`src/rtl/uart_alu_interface_pkg.sv`:
```
// Shared types and constants for the UART-to-ALU frame collector:
// FSM state encoding, ALU opcode values and the timeout counter width helper.
package uart_alu_interface_pkg;

   typedef enum logic [2:0] {
      ST_WAIT_A  = 3'd0,
      ST_WAIT_B  = 3'd1,
      ST_WAIT_OP = 3'd2,
      ST_EXEC    = 3'd3,
      ST_SEND    = 3'd4,
      ST_WAIT_TX = 3'd5
   } state_e;

   localparam logic [5:0] OP_ADD = 6'h20;
   localparam logic [5:0] OP_SUB = 6'h22;
   localparam logic [5:0] OP_AND = 6'h24;
   localparam logic [5:0] OP_OR  = 6'h25;
   localparam logic [5:0] OP_XOR = 6'h26;
   localparam logic [5:0] OP_SRA = 6'h03;
   localparam logic [5:0] OP_SRL = 6'h02;
   localparam logic [5:0] OP_NOR = 6'h27;

   // A disabled timeout (0) still needs a 1-bit counter to keep widths legal.
   function automatic int timeout_cnt_width(input int cycles);
      return (cycles < 1) ? 1 : $clog2(cycles + 1);
   endfunction

endpackage

```
`src/rtl/uart_alu_interface_if.sv`:
```
// Bundle of the rx/ALU/tx signals seen by the frame collector.
// master = surrounding uart_rx/alu/uart_tx side, slave = the collector.
interface uart_alu_interface_if #(
   parameter int NB_DATA = 8,
   parameter int NB_OP   = 6
);
   logic               i_rx_done;
   logic [NB_DATA-1:0] i_rx_data;
   logic [NB_DATA-1:0] i_alu_result;
   logic               i_tx_done;
   logic [NB_DATA-1:0] o_data_a;
   logic [NB_DATA-1:0] o_data_b;
   logic [NB_OP-1:0]   o_op;
   logic               o_tx_start;
   logic [NB_DATA-1:0] o_tx_data;
   logic               o_busy;
   logic               o_timeout;
   logic               o_drop;

   modport master (
      output i_rx_done, i_rx_data, i_alu_result, i_tx_done,
      input  o_data_a, o_data_b, o_op, o_tx_start, o_tx_data, o_busy, o_timeout, o_drop
   );

   modport slave (
      input  i_rx_done, i_rx_data, i_alu_result, i_tx_done,
      output o_data_a, o_data_b, o_op, o_tx_start, o_tx_data, o_busy, o_timeout, o_drop
   );
endinterface

```
`src/rtl/uart_alu_interface_timeout.sv`:
```
// Inter-byte timeout counter: counts while enabled, saturates instead of wrapping,
// and flags expiry on the last allowed cycle. TIMEOUT_CYCLES=0 never expires.
module uart_alu_interface_timeout
   import uart_alu_interface_pkg::*;
#(
   parameter int TIMEOUT_CYCLES = 1000000
) (
   input  logic i_clk,
   input  logic i_reset,
   input  logic clr_i,
   input  logic en_i,
   output logic expired_o
);
   localparam int CW   = timeout_cnt_width(TIMEOUT_CYCLES);
   localparam int LAST = (TIMEOUT_CYCLES > 0) ? TIMEOUT_CYCLES - 1 : 0;
   localparam logic [CW-1:0] CNT_LAST = LAST[CW-1:0];
   localparam logic          ENABLED  = (TIMEOUT_CYCLES > 0);

   logic [CW-1:0] cnt_q;
   logic [CW-1:0] cnt_d;

   always_comb begin
      cnt_d = cnt_q;
      if (clr_i)
         cnt_d = '0;
      else if (en_i && (cnt_q != '1))
         cnt_d = cnt_q + CW'(1);
   end

   always_ff @(posedge i_clk) begin
      if (i_reset)
         cnt_q <= '0;
      else
         cnt_q <= cnt_d;
   end

   assign expired_o = ENABLED && en_i && (cnt_q == CNT_LAST);
endmodule

```
`src/rtl/uart_alu_interface.sv`:
```
// Collects operand A, operand B and opcode bytes from uart_rx, presents them to the
// ALU, then hands the captured result to uart_tx with a start/done handshake.
module uart_alu_interface
   import uart_alu_interface_pkg::*;
#(
   parameter int NB_DATA        = 8,
   parameter int NB_OP          = 6,
   parameter int TIMEOUT_CYCLES = 1000000
) (
   input  logic                 i_clk,
   input  logic                 i_reset,
   uart_alu_interface_if.slave  bus
);
   state_e             state_q;
   logic [NB_DATA-1:0] data_a_q;
   logic [NB_DATA-1:0] data_b_q;
   logic [NB_OP-1:0]   op_q;
   logic [NB_DATA-1:0] tx_data_q;
   logic               tx_start_q;
   logic               busy_q;
   logic               timeout_q;
   logic               drop_q;

   logic               collecting;
   logic               expired;

   // Timer runs only between bytes of a frame; any accepted byte restarts it.
   assign collecting = (state_q == ST_WAIT_B) || (state_q == ST_WAIT_OP);

   uart_alu_interface_timeout #(
      .TIMEOUT_CYCLES (TIMEOUT_CYCLES)
   ) u_timeout (
      .i_clk     (i_clk),
      .i_reset   (i_reset),
      .clr_i     (!collecting || bus.i_rx_done),
      .en_i      (collecting),
      .expired_o (expired)
   );

   always_ff @(posedge i_clk) begin
      if (i_reset) begin
         state_q    <= ST_WAIT_A;
         data_a_q   <= '0;
         data_b_q   <= '0;
         op_q       <= '0;
         tx_data_q  <= '0;
         tx_start_q <= 1'b0;
         busy_q     <= 1'b0;
         timeout_q  <= 1'b0;
         drop_q     <= 1'b0;
      end else begin
         tx_start_q <= 1'b0;
         timeout_q  <= 1'b0;
         // busy_q is high exactly in EXEC/SEND/WAIT_TX, where bytes are discarded.
         drop_q     <= bus.i_rx_done && busy_q;
         case (state_q)
            ST_WAIT_A: begin
               if (bus.i_rx_done) begin
                  data_a_q <= bus.i_rx_data;
                  state_q  <= ST_WAIT_B;
               end
            end
            ST_WAIT_B: begin
               if (bus.i_rx_done) begin
                  data_b_q <= bus.i_rx_data;
                  state_q  <= ST_WAIT_OP;
               end else if (expired) begin
                  timeout_q <= 1'b1;
                  state_q   <= ST_WAIT_A;
               end
            end
            ST_WAIT_OP: begin
               if (bus.i_rx_done) begin
                  op_q    <= bus.i_rx_data[NB_OP-1:0];
                  busy_q  <= 1'b1;
                  state_q <= ST_EXEC;
               end else if (expired) begin
                  timeout_q <= 1'b1;
                  state_q   <= ST_WAIT_A;
               end
            end
            ST_EXEC: begin
               tx_data_q <= bus.i_alu_result;
               state_q   <= ST_SEND;
            end
            ST_SEND: begin
               tx_start_q <= 1'b1;
               state_q    <= ST_WAIT_TX;
            end
            ST_WAIT_TX: begin
               if (bus.i_tx_done) begin
                  busy_q  <= 1'b0;
                  state_q <= ST_WAIT_A;
               end
            end
            default: begin
               busy_q  <= 1'b0;
               state_q <= ST_WAIT_A;
            end
         endcase
      end
   end

   assign bus.o_data_a   = data_a_q;
   assign bus.o_data_b   = data_b_q;
   assign bus.o_op       = op_q;
   assign bus.o_tx_start = tx_start_q;
   assign bus.o_tx_data  = tx_data_q;
   assign bus.o_busy     = busy_q;
   assign bus.o_timeout  = timeout_q;
   assign bus.o_drop     = drop_q;
endmodule

```
`src/flat_wrapper.sv`:
```
// flat-port wrapper written by rule: the top's interface ports become plain ports
module uart_alu_interface_flat import uart_alu_interface_pkg::*;
#(
   parameter int NB_DATA        = 8,
   parameter int NB_OP          = 6,
   parameter int TIMEOUT_CYCLES = 1000000
)
  (i_clk, i_reset, bus_i_rx_done, bus_i_rx_data, bus_i_alu_result, bus_i_tx_done, bus_o_data_a, bus_o_data_b, bus_o_op, bus_o_tx_start, bus_o_tx_data, bus_o_busy, bus_o_timeout, bus_o_drop);
  uart_alu_interface_if #(.NB_DATA(NB_DATA), .NB_OP(NB_OP)) bus_i ();
  input  logic i_clk;
  input  logic i_reset;
  input wire logic [$bits(bus_i.i_rx_done)-1:0] bus_i_rx_done;
  input wire logic [$bits(bus_i.i_rx_data)-1:0] bus_i_rx_data;
  input wire logic [$bits(bus_i.i_alu_result)-1:0] bus_i_alu_result;
  input wire logic [$bits(bus_i.i_tx_done)-1:0] bus_i_tx_done;
  output wire logic [$bits(bus_i.o_data_a)-1:0] bus_o_data_a;
  output wire logic [$bits(bus_i.o_data_b)-1:0] bus_o_data_b;
  output wire logic [$bits(bus_i.o_op)-1:0] bus_o_op;
  output wire logic [$bits(bus_i.o_tx_start)-1:0] bus_o_tx_start;
  output wire logic [$bits(bus_i.o_tx_data)-1:0] bus_o_tx_data;
  output wire logic [$bits(bus_i.o_busy)-1:0] bus_o_busy;
  output wire logic [$bits(bus_i.o_timeout)-1:0] bus_o_timeout;
  output wire logic [$bits(bus_i.o_drop)-1:0] bus_o_drop;
  assign bus_i.i_rx_done = bus_i_rx_done;
  assign bus_i.i_rx_data = bus_i_rx_data;
  assign bus_i.i_alu_result = bus_i_alu_result;
  assign bus_i.i_tx_done = bus_i_tx_done;
  assign bus_o_data_a = bus_i.o_data_a;
  assign bus_o_data_b = bus_i.o_data_b;
  assign bus_o_op = bus_i.o_op;
  assign bus_o_tx_start = bus_i.o_tx_start;
  assign bus_o_tx_data = bus_i.o_tx_data;
  assign bus_o_busy = bus_i.o_busy;
  assign bus_o_timeout = bus_i.o_timeout;
  assign bus_o_drop = bus_i.o_drop;
  uart_alu_interface #(.NB_DATA(NB_DATA), .NB_OP(NB_OP), .TIMEOUT_CYCLES(TIMEOUT_CYCLES)) u_core (.i_clk(i_clk), .i_reset(i_reset), .bus(bus_i));
endmodule
```
`config.mk`:
```
export PLATFORM = sky130hd
export DESIGN_NAME = uart_alu_interface_flat
export DESIGN_NICKNAME = d
export VERILOG_FILES = /design/src/rtl/uart_alu_interface_pkg.sv /design/src/rtl/uart_alu_interface_if.sv /design/src/rtl/uart_alu_interface_timeout.sv /design/src/rtl/uart_alu_interface.sv /design/src/flat_wrapper.sv
export SDC_FILE = /design/constraint.sdc
export NUM_CORES = 1
export LEC_CHECK = 0
export ABC_AREA = 1
export BUFFER_PORTS_ARGS = -buffer_cell sky130_fd_sc_hd__buf_2
export CORE_MARGIN = 1.5
export CORE_UTILIZATION = 39
export CTS_BUF_LIST = sky130_fd_sc_hd__clkbuf_4 sky130_fd_sc_hd__clkbuf_8 sky130_fd_sc_hd__clkbuf_16
export DETAILED_ROUTE_END_ITERATION = 8
export HOLD_SLACK_MARGIN = 0.02
export PLACE_DENSITY = 0.67
export REMOVE_ABC_BUFFERS = 1
export SLEW_MARGIN = 20
export SYNTH_ARGS = -nofsm -noshare
export SYNTH_HDL_FRONTEND = slang
export SYNTH_HIERARCHICAL = 1
export SYNTH_SLANG_ARGS = --single-unit
```
`constraint.sdc`:
```
create_clock -name i_clk -period 3.9 [get_ports i_clk]
set_input_delay 0.78 -clock i_clk [delete_from_list [all_inputs] [get_ports i_clk]]
set_output_delay 0.78 -clock i_clk [all_outputs]
set_load 0.02 [all_outputs]
```
==> flow_summary_export.csv <==
group,metric,value,unit
status,status,"complete, no violations",
timing,min_period,2.23,ns
timing,finalCritPeriodShare,57.2,%
route,post_drt_via_cell_ratio,4.87,
clock_network,cts_tree,"built",
placed_design,io_buffers,53,
layout,num_antenna_cells,0,
logic_synthesis,syn_avg_cell_area,6.79,sq um
setup_path,worstPathMaxFanout,11,
logic_synthesis,async_flop_share,0,%
clock_network,post_cts_resized,0,
placed_design,dp_hpwl,4630,um
layout,stdcell_area,0.00327,sq mm
setup_path,critPathTopFamily,"simple AND/OR/NAND/NOR gates",
setup_path,worstSetupPathDepth,15,
clock_network,post_cts_buffers,0,
clock_network,clockBufferDepth,2,
route,vias,2731,
layout,area_growth,18.2,%
logic_synthesis,synth_area,0.00276,sq mm
timing,worst_slack,1.67,ns
logic_synthesis,yosys.area.top_type,"dfxtp_1",
flow_run,drv_cap,0,
route,ant_nets,0,
setup_path,r2r_slack,1.67,ns
global_route,grt_pass1_wl,11200,um
timing,fmax,0.448,GHz
clock_network,numCtsBuffers,9,
setup_path,crit_top_cell,"nand2_1",
timing,hold_viol,0,
floorplanning,core.rowCount,30,
logic_synthesis,synth-edff-count,0,
placed_design,placed_cells,545,
clock_network,clock-sinks,57,
placed_design,gp_congestion,0.828,
setup_path,worstPathRequired,4.12,ns
power,power_density,408,mW/mm^2
route,wl_per_cell,11.7,um
timing,skew,0.00878,ns
logic_synthesis,synth_top_area_share,41.3,%
setup_path,path_class,"flip-flop to flip-flop",
setup_path,cp.buffers_inverters,3,
timing,whs,0.456,ns
placed_design,preCtsSetupSlack,1.64,ns
clock_network,clk_latency,0.35,ns
timing,slew_viol_final,0,
power,p_leak,0.00132,uW
setup_path,arrival,2.46,ns
setup_path,startpoint_type,"flip-flop",
route,remaining_drc_errors,0,
setup_path,r2r_end,"u_core/state_q[0]$_SDFFE_PP0P_",
timing,setup_viol,0,
floorplanning,start_util,40.5,%
setup_path,end_kind,"flip-flop",
clock_network,h-tree-depth,3,
setup_path,slowest_stage,"dfxtp_1",
global_route,overflow,0,
power,vdd_drop_max,0.269,mV
floorplanning,ios,54,
timing,worst_pin_slew,0.404,ns
floorplanning,die_w,87.2,um
min_path,hold_class,"flip-flop to flip-flop",
global_route,gr-usage-all-layers,18.9,%
logic_synthesis,netlist_top_cells_area,"dfxtp_1, nand2_1, a21oi_1",
logic_synthesis,yosys_warnings,6,
floorplanning,die_area,0.00760,sq mm
clock_network,clockRootBuffer,"clkbuf_8",
logic_synthesis,synth-seq-cells,57,
layout,mostFrequentLayoutCell,"nand2_1",
clock_network,clkTransAtPathRegs,0.07,ns
layout,final_cell_mix,"nand2_1, dfxtp_1, buf_2, nor2_1, a21oi_1",
timing,max-slew-margin-rel,73.0,%
global_route,grt_max_degree,39,
route,drtIter0Drc,192,
layout,drive_gt1_share,19.6,%
timing,rsz0062_at_grt,"no",
global_route,grt_pass1_vias,2535,
route,drt_pass1_iterations,4,
route,drt-total-wl,6590,um
setup_path,worstPathCellList,"nand2_1, nor2_2, inv_1, nand2_2, inv_1, nor3_1, nand3_1, nor3_1, inv_1, nand2_1, nor2_1, nand2_1, nand3_1, nand2_1, a21oi_1",
layout,fin_nets,481,
logic_synthesis,ys_seq_area_share,41.3,%
min_path,hold_depth,2,
clock_network,cts.hold.buffers_added,0,
timing,fin_tns_setup,0,ns
logic_synthesis,synth-main-ff-cell,"dfxtp_1",
layout,stdcell_count,561,
floorplanning,coreArea,0.00683,sq mm
layout,fillers,754,
global_route,antenna_found_initial,0,
logic_synthesis,synthDistinctLibCells,32,
floorplanning,die_h,87.2,um
setup_path,r2r_cells,15,
setup_path,worstSetupEndpoint,"u_core/state_q[0]$_SDFFE_PP0P_",
placed_design,placedInstanceArea,0.00307,sq mm
logic_synthesis,synth_cells,407,
setup_path,critPathLaunch,"u_core/state_q[0]$_SDFFE_PP0P_",
setup_path,crit_path_max_incr_delay,0.52,ns
setup_path,r2r-start,"u_core/state_q[0]$_SDFFE_PP0P_",
state kept, by name, indices dropped and copies added (netlist names):
register / cells
u_core/u_timeout/cnt_q: 20
u_core/bus.o_data_a: 8
u_core/bus.o_data_b: 8
u_core/bus.o_tx_data: 8
u_core/bus.o_op: 6
u_core/state_q: 3
u_core/bus.o_busy: 1
u_core/bus.o_drop: 1
u_core/bus.o_timeout: 1
u_core/bus.o_tx_start: 1
layer usage:
layer  global-route usage, %  vias to the layer above  routed length (um)
met5                       0                        -                   0
met4                    8.80                        0                 119
met3                    6.16                       13                 404
met2                    29.5                       81                3000
met1                    23.6                     1224                3070
li1                        -                     1413                   -
worst reg2reg max path, stage by stage (launching register included):
cell and delay, ns:
dfxtp_1 0.52, nand2_1 0.12, nor2_2 0.19, inv_1 0.08, nand2_2 0.19, inv_1 0.16
nor3_1 0.16, nand3_1 0.09, nor3_1 0.15, inv_1 0.10, nand2_1 0.07, nor2_1 0.04
nand2_1 0.08, nand3_1 0.06, nand2_1 0.06, a21oi_1 0.05
how the worst min path moves through the flow:
stage | from | end | slack (ns)
floorplan | u_core/u_timeout/cnt_q[8]$_SDFFE_PP0P_ | u_core/u_timeout/cnt_q[8]$_SDFFE_PP0P_ | 0.46
global placement | u_core/bus.o_busy$_SDFFE_PP0P_ | u_core/bus.o_drop$_SDFF_PP0_ | 0.43
detailed placement | u_core/bus.o_data_a[0]$_SDFFE_PP0P_ | u_core/bus.o_data_a[0]$_SDFFE_PP0P_ | 0.45
CTS | u_core/bus.o_data_a[0]$_SDFFE_PP0P_ | u_core/bus.o_data_a[0]$_SDFFE_PP0P_ | 0.46
global route | u_core/bus.o_data_a[4]$_SDFFE_PP0P_ | u_core/bus.o_data_a[4]$_SDFFE_PP0P_ | 0.48
finish | u_core/bus.o_busy$_SDFFE_PP0P_ | u_core/bus.o_drop$_SDFF_PP0_ | 0.46
kinds of logic (layout without fill, tap and decap cells):
family                   count (synthesis)  after routing  synth area share, %
AO/OA/AOI/OAI                           50             50                 9.24
XOR/XNOR                                 1              1                0.317
adder cells (fa/ha/maj)                  1              1                0.453
buffers and inverters                   50            108                 8.78
flip-flops                              57             57                 41.3
AND/OR/NAND/NOR                        248            248                 39.9
metrics by stage:
| stage | util (%) | total power, uW |
|---|---|---|
| 2_1_floorplan | - | 719 |
| 3_3_place_gp | 44.9 | 774 |
| 3_5_place_dp | 44.9 | 778 |
| 4_1_cts | 47.8 | 1350 |
| 5_1_grt | 47.8 | 1390 |
| 6_report | 47.8 | 1330 |
cells in the mapped netlist (2+ instances only):
master	n
nand2_4	4
a21oi_1	43
buf_6	2
nor3_1	3
nor4_1	2
nor2_2	2
buf_4	2
nand2_1	135
nand2_2	2
clkbuf_1	3
dfxtp_1	57
clkinv_2	2
inv_1	32
nand3_1	26
nor2_4	4
o21ai_0	4
inv_2	2
nor2_1	52
nand4_1	15
buf_2	3
report_power, final:
part | switching, uW | total (uW) | internal, uW
clock | 252 | 569 | 317
combinational | 106 | 153 | 46.9
sequential | 12.9 | 612 | 599
total | 371 | 1330 | 963
layout make-up:
cell class / instances / area (sq um) / share of cell area (%)
timing repair buffer: 55 / 280 / 8.58
clock buffer: 11 / 145 / 4.44
tap: 96 / 120 / 3.68
multi-input combinational: 300 / 1380 / 42.2
sequential: 57 / 1140 / 34.9
inverter: 37 / 146 / 4.48
clock inverter: 5 / 55.1 / 1.68
(Power assumes the default switching activity.)
